### src/rtl/spram_arbiter.sv
// -----------------------------------------------------------------------------
// spram_arbiter
//
// Two-client round-robin arbiter in front of a single-ported 32K x 8 SPRAM.
// At most one access is granted per clock. The granted port's request is
// steered onto the RAM-side bus in the same cycle. Read data comes back to the
// owning port two cycles after its ack.
//
// Ports:
//   clk        system clock, all logic on posedge
//   reset      asynchronous, active-low reset
//   a_req/b_req        request, held by the client until its ack
//   a_we/b_we          1 = write, 0 = read
//   a_addr/b_addr      byte address
//   a_wdata/b_wdata    write data
//   a_ack/b_ack        request accepted this cycle (combinational)
//   a_rdata/b_rdata    registered read data, held until the port's next read
//   a_rvalid/b_rvalid  one-cycle pulse when rdata has just been updated
//   ram_cs/ram_wren/ram_addr/ram_wdata  RAM-side command bus
//   ram_rdata          RAM read data, valid the cycle after a read access
// -----------------------------------------------------------------------------
module spram_arbiter #(
    parameter int ADDR_BITS = 15,
    parameter int WIDTH     = 8
) (
    input  logic                 clk,
    input  logic                 reset,

    input  logic                 a_req,
    input  logic                 a_we,
    input  logic [ADDR_BITS-1:0] a_addr,
    input  logic [WIDTH-1:0]     a_wdata,
    output logic                 a_ack,
    output logic [WIDTH-1:0]     a_rdata,
    output logic                 a_rvalid,

    input  logic                 b_req,
    input  logic                 b_we,
    input  logic [ADDR_BITS-1:0] b_addr,
    input  logic [WIDTH-1:0]     b_wdata,
    output logic                 b_ack,
    output logic [WIDTH-1:0]     b_rdata,
    output logic                 b_rvalid,

    output logic                 ram_cs,
    output logic                 ram_wren,
    output logic [ADDR_BITS-1:0] ram_addr,
    output logic [WIDTH-1:0]     ram_wdata,
    input  logic [WIDTH-1:0]     ram_rdata
);

    // Priority: 0 = port A wins a tie, 1 = port B wins a tie.
    logic prio_q, prio_d;

    // Read pipeline. Stage 1 marks the cycle in which ram_rdata is valid;
    // stage 2 marks the cycle in which the port's rdata register is fresh.
    // The *_port flags hold the owner: 0 = A, 1 = B.
    logic rd1_vld_q, rd1_vld_d, rd1_port_q, rd1_port_d;
    logic rd2_vld_q, rd2_port_q;

    logic [WIDTH-1:0] a_rdata_q, b_rdata_q;

    logic grant_a, grant_b;

    // Arbitration and RAM command mux. Grants are gated by reset so that no
    // access reaches the RAM while reset is held, even with requests pending.
    always_comb begin
        grant_a   = 1'b0;
        grant_b   = 1'b0;
        ram_cs    = 1'b0;
        ram_wren  = 1'b0;
        ram_addr  = '0;
        ram_wdata = '0;
        prio_d    = prio_q;
        rd1_vld_d = 1'b0;
        rd1_port_d = 1'b0;

        if (reset) begin
            if (a_req && (!b_req || !prio_q)) begin
                grant_a = 1'b1;
            end else if (b_req) begin
                grant_b = 1'b1;
            end
        end

        if (grant_a) begin
            ram_cs    = 1'b1;
            ram_wren  = a_we;
            ram_addr  = a_addr;
            ram_wdata = a_wdata;
            prio_d    = 1'b1;
            rd1_vld_d = !a_we;
            rd1_port_d = 1'b0;
        end else if (grant_b) begin
            ram_cs    = 1'b1;
            ram_wren  = b_we;
            ram_addr  = b_addr;
            ram_wdata = b_wdata;
            prio_d    = 1'b0;
            rd1_vld_d = !b_we;
            rd1_port_d = 1'b1;
        end
    end

    assign a_ack = grant_a;
    assign b_ack = grant_b;

    always_ff @(posedge clk or negedge reset) begin
        if (!reset) begin
            prio_q     <= 1'b0;
            rd1_vld_q  <= 1'b0;
            rd1_port_q <= 1'b0;
            rd2_vld_q  <= 1'b0;
            rd2_port_q <= 1'b0;
            a_rdata_q  <= '0;
            b_rdata_q  <= '0;
        end else begin
            prio_q     <= prio_d;
            rd1_vld_q  <= rd1_vld_d;
            rd1_port_q <= rd1_port_d;
            rd2_vld_q  <= rd1_vld_q;
            rd2_port_q <= rd1_port_q;
            // Only the owning port's data register moves; the other holds.
            if (rd1_vld_q) begin
                if (rd1_port_q) begin
                    b_rdata_q <= ram_rdata;
                end else begin
                    a_rdata_q <= ram_rdata;
                end
            end
        end
    end

    assign a_rdata  = a_rdata_q;
    assign b_rdata  = b_rdata_q;
    assign a_rvalid = rd2_vld_q && !rd2_port_q;
    assign b_rvalid = rd2_vld_q &&  rd2_port_q;

endmodule

### config.mk
export PLATFORM = sky130hd
export DESIGN_NAME = spram_arbiter
export DESIGN_NICKNAME = d
export VERILOG_FILES = /design/src/rtl/spram_arbiter.sv
export SDC_FILE = /design/constraint.sdc
export NUM_CORES = 1
export LEC_CHECK = 0
export ABC_AREA = 1
export CAP_MARGIN = 15
export CORE_UTILIZATION = 36
export CTS_CLUSTER_SIZE = 10
export DETAILED_ROUTE_END_ITERATION = 10
export PLACE_DENSITY = 0.86
export SLEW_MARGIN = 20
export SYNTH_ARGS = -nofsm -noshare
export SYNTH_HDL_FRONTEND = slang
export SYNTH_SLANG_ARGS = --single-unit
### constraint.sdc
create_clock -name clk -period 2.6 [get_ports clk]
set_input_delay 0.26 -clock clk [delete_from_list [all_inputs] [get_ports clk]]
set_output_delay 0.26 -clock clk [all_outputs]
set_load 0.02 [all_outputs]
==> summary.md, run 1 <==
| Metric | Value |
|---|---|
| Worst Tran Pin Value | `507 ps` |
| CP max FO | `28` |
| Sequential power share | `0.356` |
| Status | `complete, no violations` |
| Met2 usage | `0.398` |
| Sequential fraction of the synthesis area | `0.387` |
| Critical path's top delay family | `buffers and inverters` |
| Pin count of the biggest net entering global routing | `48` |
| Syn Area/Cell | `7.94 um2` |
| Routability cong. | `0.729` |
| # diodes | `0` |
| Skew-Pair Late Insertion Delay | `260 ps` |
| Post-Syn Nets | `231` |
| Post-DP HPWL | `2.99 mm` |
| Pwr dens | `between 500 and 600 nW/um2` |
| Comb pwr share | `0.480` |
| Die width | `between 60 and 70 um` |
| Routed vias/inst | `4.89` |
| Critical path startpoint category | `primary input` |
| Endpoints failing setup | `0` |
| Yosys warns | `0` |
| Layout cells sized above 1 | `0.0896` |
| Post_cts resized | `0` |
| Final Max Tran Viols | `0` |
| CTS sink cnt | `21` |
| Crit path kind | `in2out` |
| Die Y | `63.4 um` |
| Tot GR Track Use | `0.223` |
| CP endpoint kind | `output pin` |
| Layout Cells excl Fill | `around 310` |
| First-pass GRT wire length | `approximately 7.2 mm` |
| Clock Pin Slew Worst Setup and Hold Paths | `roughly 70 ps` |
| Total of fill cells in the finished design | `307` |
| Via count of the routed design | `around 1500` |
| Full die area | `4020 um2` |
| DR DRC count | `0` |
| DRT Pass-1 Iters | `6` |
| Final Hold Viols | `0` |
| Critical path cell sequence | `clkdlybuf4s50_1 > nand2_2 > buf_4 > nand4_1 > nand2_1 > clkdlybuf4s50_1` |
| Busiest layer in global routing | `met2` |
| Placed Cells | `310` |
| Top cell type's share of synthesized area | `0.387` |
| Maximum VDD drop | `0.522 mV` |
| Worst path slowest cell | `clkdlybuf4s50_1` |
| Number of global-route vias before repair | `1526` |
| CTS Buf Count | `3` |
| F_max | `roughly 0.44 GHz` |
| DRT iter0 DRCs | `87` |
| Yosys top cell by area | `dfrtp_1` |
| Final worst path period share | `0.877` |
| CP Data Arrival Time | `2020 ps` |
| Layout net count | `329` |
| Min cycle time layout | `2280 ps` |
| Post-CTS setup repair buffer count | `0` |
| Grt ovf | `0` |
| LEAKAGE | `0.00110 uW` |
| Pint | `822 uW` |
| Number of antenna violations at the first check in global routing | `0` |
| Psw | `444 uW` |
| Hold_ws | `103 ps` |
| FP Rows | `21` |
| Hold Buf Count CTS | `0` |
| Root Driver | `clkbuf_8` |
| Switching Share | `0.351` |
| Final wirelength | `4.14 mm` |
| Synthesized area | `between 1000 and 1500 um2` |
| Initial Util | `0.391` |
| Placeable Area | `3470 um2` |
| Worst slew margin | `0.662` |
| Syn Inst Count | `171` |
| HP Class | `in2async` |
| IO Port Bufs | `104` |
| Max Root-Sink Buffers | `2` |
| Required time worst endpoint | `2340 ps` |
| Setup_tns | `0 ps` |
| Met1 usage in global routing | `0.261` |
| CP bufs+invs | `3` |
| Max cap viols | `0` |
| Highest cell delay on the worst timing path | `just over 600 ps` |
| CTS tree | `done` |
| Antenna Nets Post-Route | `0` |
| Clock Power Share | `0.164` |
| RSZ-0062 raised after global routing | `no` |
| CTS H-tree depth | `1` |
| GR Layer Usage met3 | `0.0543` |
| CP most frequent cell | `clkdlybuf4s50_1` |
| # IOs | `105` |
| Clock skew | `3.56 ps` |
| Largest cells by area after synthesis | `dfrtp_1, nand2_1, nand4_1` |
| Area Growth Syn to Fin | `77.1%` |
| Netlist cell types | `16` |
| Wire per inst | `13.2 um` |
| Synth Register Bits | `21` |
==> worst register-to-register path: cells and delay by family, from the launching register on <==
| family | cells | cell delay (ps) |
|---|---|---|
| buffers and inverters | 1 | 60 |
| AND/OR/NAND/NOR | 2 | 420 |
| flip-flops | 1 | 400 |
| AO/OA/AOI/OAI | 1 | 90 |
==> final timing paths <==
| check | endpoint | slack (ps) | from | depth (start not counted) |
|---|---|---|---|---|
| min | rd1_port_q | 100 | reset | 2 |
| min in group clk | rd1_port_q | 290 | reset | 3 |
| min reg2reg | rd2_port_q | 410 | rd1_port_q | 0 |
| max reg2reg | a_rdata[5] | 1500 | rd1_port_q | 4 |
| max in group asynchronous | prio_q | 2150 | reset | 2 |
| max | ram_wdata[1] | 320 | b_req | 6 |
==> synthesized netlist by cell type, drive strengths merged <==
library cell / count
o21ai: 16
nand4: 25
inv: 15
nand3: 26
dfrtp: 21
a21oi: 2
buf: 15
nor2: 1
nand2: 50
==> cell families (layout without fill, tap and decap cells) <==
| kind of cell | count (synthesis) | in the layout | synth area share |
|---|---|---|---|
| buffers and inverters | 30 | 127 | 0.143 |
| DFF | 21 | 21 | 0.387 |
| AOI/OAI and AO/OA | 18 | 18 | 0.0719 |
| and+or+nand+nor | 102 | 102 | 0.398 |
==> power groups by stage <==
stage	clock network, uW	logic, uW	registers [uW]
after CTS	211	615	451
after global routing	230	654	459
after detailed placement	0	611	455
after global placement	0	602	450
final	207	608	451
after floorplan	0	196	543
==> through the flow <==
step                      total power [uW]  worst slack, ps  utilization  area (um2)
after floorplan                        739             1400            -        1360
after global placement                1050              362        0.680        2360
after detailed placement              1070              309        0.680        2360
after CTS                             1280              302        0.693        2400
after global routing                  1340              231        0.693        2400
final                                 1270              320        0.693        2400
==> final cells by class <==
cell class | instances | area (um2) | area share
multi-input combinational | 120 | 638 | 0.265
timing repair buffer | 108 | 1080 | 0.449
inverter | 15 | 58.8 | 0.0245
sequential | 21 | 526 | 0.219
clock buffer | 4 | 45.0 | 0.0187
tap | 46 | 57.6 | 0.0239
==> metal layers <==
| metal | part of all wire | vias to the layer above |
|---|---|---|
| li1 | - | 774 |
| met1 | 0.41 | 687 |
| met2 | 0.50 | 62 |
| met3 | 0.062 | 12 |
| met4 | 0.022 | 0 |
| met5 | 0 | - |
==> cell usage in the layout (no fill, tap or decap), drive strengths merged <==
master	netlist	layout
clkbuf	0	4
nand4	25	25
nand3	26	26
o21ai	16	16
clkdlybuf4s50	0	103
buf	15	5
a21oi	2	2
dfrtp	21	21
nor2	1	1
nand2	50	50
inv	15	15
==> sequential cells by signal (all words and copies together) (netlist names) <==
register,flops
b_rdata,8
rd1_port_q,1
rd2_vld_q,1
prio_q,1
rd2_port_q,1
rd1_vld_q,1
a_rdata,8
Power figures use the tool's default switching activity.
==> run 2, diff against run 1 <==
--- a/config.mk
+++ b/config.mk
@@ -8,6 +8,7 @@
 export ABC_AREA = 1
 export CAP_MARGIN = 15
 export CORE_UTILIZATION = 36
+export CTS_CLUSTER_DIAMETER = 50
 export CTS_CLUSTER_SIZE = 10
 export DETAILED_ROUTE_END_ITERATION = 10
 export PLACE_DENSITY = 0.86
==> results of run 2 <==
Same layout as run 1: the final DEF is identical, and so are final timing and power.
==> run 3, diff against run 2 <==
--- a/config.mk
+++ b/config.mk
@@ -7,6 +7,7 @@
 export LEC_CHECK = 0
 export ABC_AREA = 1
 export CAP_MARGIN = 15
+export CORE_ASPECT_RATIO = 1.4
 export CORE_UTILIZATION = 36
 export CTS_CLUSTER_DIAMETER = 50
 export CTS_CLUSTER_SIZE = 10
==> run 3 against run 2 <==
  * Fmax fell by 0.68%
  * Critical endpoint is now ram_addr[6]
  * Sequential cell count stayed put
  * Largest cell class unchanged
  * Total power barely moved
  * Non-clock buffer count up 1
  * Combinational power about the same
  * Design area increased by 0.10%
  * Via count rose by 2.5%
  * Setup slack got worse by 16 ps
==> summary.md, run 3 (same netlist as run 1, synthesis figures left out) <==
| Metric | Value |
|---|---|
| RR Endpoint | `prio_q` |
| Die Y | `74.7 um (+18%)` |
| CP max FO | `18 (-36%)` |
| Busiest layer in global routing | `met2` |
| Required time worst endpoint | `2340 ps (about the same)` |
| # diodes | `0 (unchanged)` |
| Tot GR Track Use | `0.226 (+0.00260)` |
| DR DRC count | `0 (unchanged)` |
| Min cycle time layout | `2300 ps (+15.7 ps)` |
| First-pass GRT wire length | `6.74 mm (-6.1%)` |
| IO Port Bufs | `104 (unchanged)` |
| Pwr dens | `526 nW/um2 (-0.18%)` |
| Endpoints failing setup | `0 (unchanged)` |
| Hold Buf Count CTS | `0 (unchanged)` |
| Routability cong. | `0.818 (+12%)` |
| Post-DP HPWL | `3.34 mm (+12%)` |
| Crit path kind | `in2out` |
| Final wirelength | `4.35 mm (+5.0%)` |
| CTS tree | `done` |
| Final core utilization | `0.660 (-0.0326)` |
| Clock Pin Slew Worst Setup and Hold Paths | `70 ps (about the same)` |
| Wire per inst | `14.0 um (+6.0%)` |
| Max cap viols | `0 (unchanged)` |
| Die width | `53.9 um (-15%)` |
| CTS H-tree depth | `1 (unchanged)` |
| Area Growth Syn to Fin | `77.2%` |
| Via count of the routed design | `1573 (+2.5%)` |
| Antenna Nets Post-Route | `0 (unchanged)` |
| Pin count of the biggest net entering global routing | `29 (-40%)` |
| Root Driver | `clkbuf_8` |
| Commonest non-fill, non-tap cell in the layout | `clkdlybuf4s50_1` |
| Post-CTS setup repair buffer count | `0 (unchanged)` |
| DRT Pass-1 Iters | `4 (-2)` |
| Maximum VDD drop | `0.411 mV (-21%)` |
| DRT iter0 DRCs | `36 (-59%)` |
| CP endpoint kind | `output pin` |
| Met2 usage | `0.406 (+0.00843)` |
| CP Capture Point | `ram_addr[6]` |
| # IOs | `105 (unchanged)` |
| Full die area | `4020 um2 (about the same)` |
| LEAKAGE | `0.00110 uW (+0.44%)` |
| HP Class | `in2async` |
| Status | `complete, no violations` |
| CTS sink cnt | `21 (unchanged)` |
| Met1 usage in global routing | `0.258 (-0.00321)` |
| Final Max Tran Viols | `0 (unchanged)` |
| Worst R2R Start | `prio_q` |
| Final Hold Viols | `0 (unchanged)` |
| Number of global-route vias before repair | `1546 (+1.3%)` |
| Total of fill cells in the finished design | `315 (+2.6%)` |
| Final worst path period share | `0.883 (+0.00605)` |
| Post_cts resized | `0 (unchanged)` |
| Setup_tns | `0 ps (unchanged)` |
| CTS Buf Count | `3 (unchanged)` |
| Placeable Area | `3640 um2 (+5.1%)` |
| Critical Path Source | `b_req` |
| Number of antenna violations at the first check in global routing | `0 (unchanged)` |
| Skew-Pair Late Insertion Delay | `260 ps (about the same)` |
| Clock skew | `5.35 ps (+1.78 ps)` |
| Worst R2R Setup Slack | `1480 ps (-20 ps)` |
| Worst Tran Pin Value | `437 ps (-70.3 ps)` |
| Routed vias/inst | `5.06 (+3.5%)` |
| Grt ovf | `0 (unchanged)` |
| CP Data Arrival Time | `2040 ps (+20 ps)` |
| RSZ-0062 raised after global routing | `no` |
| GR Layer Usage met3 | `0.0505 (-0.00384)` |
| Critical path startpoint category | `primary input` |
| Layout cells sized above 1 | `0.0929 (+0.00338)` |
| Layout net count | `330 (+0.30%)` |
| Initial Util | `0.373 (-0.0188)` |
| FP Rows | `26 (+24%)` |
| Most frequent cells in the layout | `clkdlybuf4s50_1, nand2_1, nand4_1, dfrtp_1` |
| Max Root-Sink Buffers | `2 (unchanged)` |
| F_max | `0.435 GHz (-0.68%)` |
| Worst slew margin | `0.708 (+0.0462)` |
| R2R cell count | `4 (unchanged)` |
run 3: changes by cell type in the layout (fill, tap and decap cells not counted):
cell	previous run	this run
buf_4	3	4
run 3: layout make-up:
class                   instances  area, um2  share of cell area
clock buffers                   4       45.0              0.0187
inverters                      15       58.8              0.0244
multi-input cells             120        638               0.265
flip-flops and latches         21        526               0.218
well taps                      42       52.6              0.0218
repair buffers                109       1090               0.451
run 3: how the worst min path moves through the flow:
stage,start,end,slack (ps),depth (start not counted)
after floorplan,reset,a_rdata[0],-40,0
after global placement,reset,rd2_port_q,320,2
after detailed placement,reset,rd2_port_q,320,2
after CTS,reset,rd1_port_q,50,2
after global routing,reset,rd2_port_q,60,2
final,reset,b_rdata[7],40,2
run 3: routing by layer:
layer | share of wire | up-vias
li1 | - | 773
met1 | 0.37 | 724
met2 | 0.55 | 70
met3 | 0.062 | 6
met4 | 0.018 | 0
met5 | 0 | -
run 3: through the flow:
step / instance area (um2) / std cells / total power [uW] / hold WS (ps) / setup WS [ps]
2_1_floorplan: 1360 / 171 / 739 / -35.6 / 1400
3_3_place_gp: 2360 / 307 / 1050 / 320 / 335
3_5_place_dp: 2360 / 307 / 1060 / 318 / 318
4_1_cts: 2410 / 311 / 1270 / 45.7 / 308
5_1_grt: 2410 / 311 / 1340 / 57.0 / 203
6_report: 2410 / 311 / 1270 / 42.5 / 304
run 3: power breakdown:
group          internal [uW]  switching, uW  total, uW
combinational            308            302        610
sequential               405           42.2        447
clock                    109           98.5        207
run 3: worst max-delay path, cell delays in order:
cell	delay [ps]
clkdlybuf4s50_1	540
nand2_2	80
nand2_2	190
buf_12	190
nand3_1	70
nand2_1	70
clkdlybuf4s50_1	620
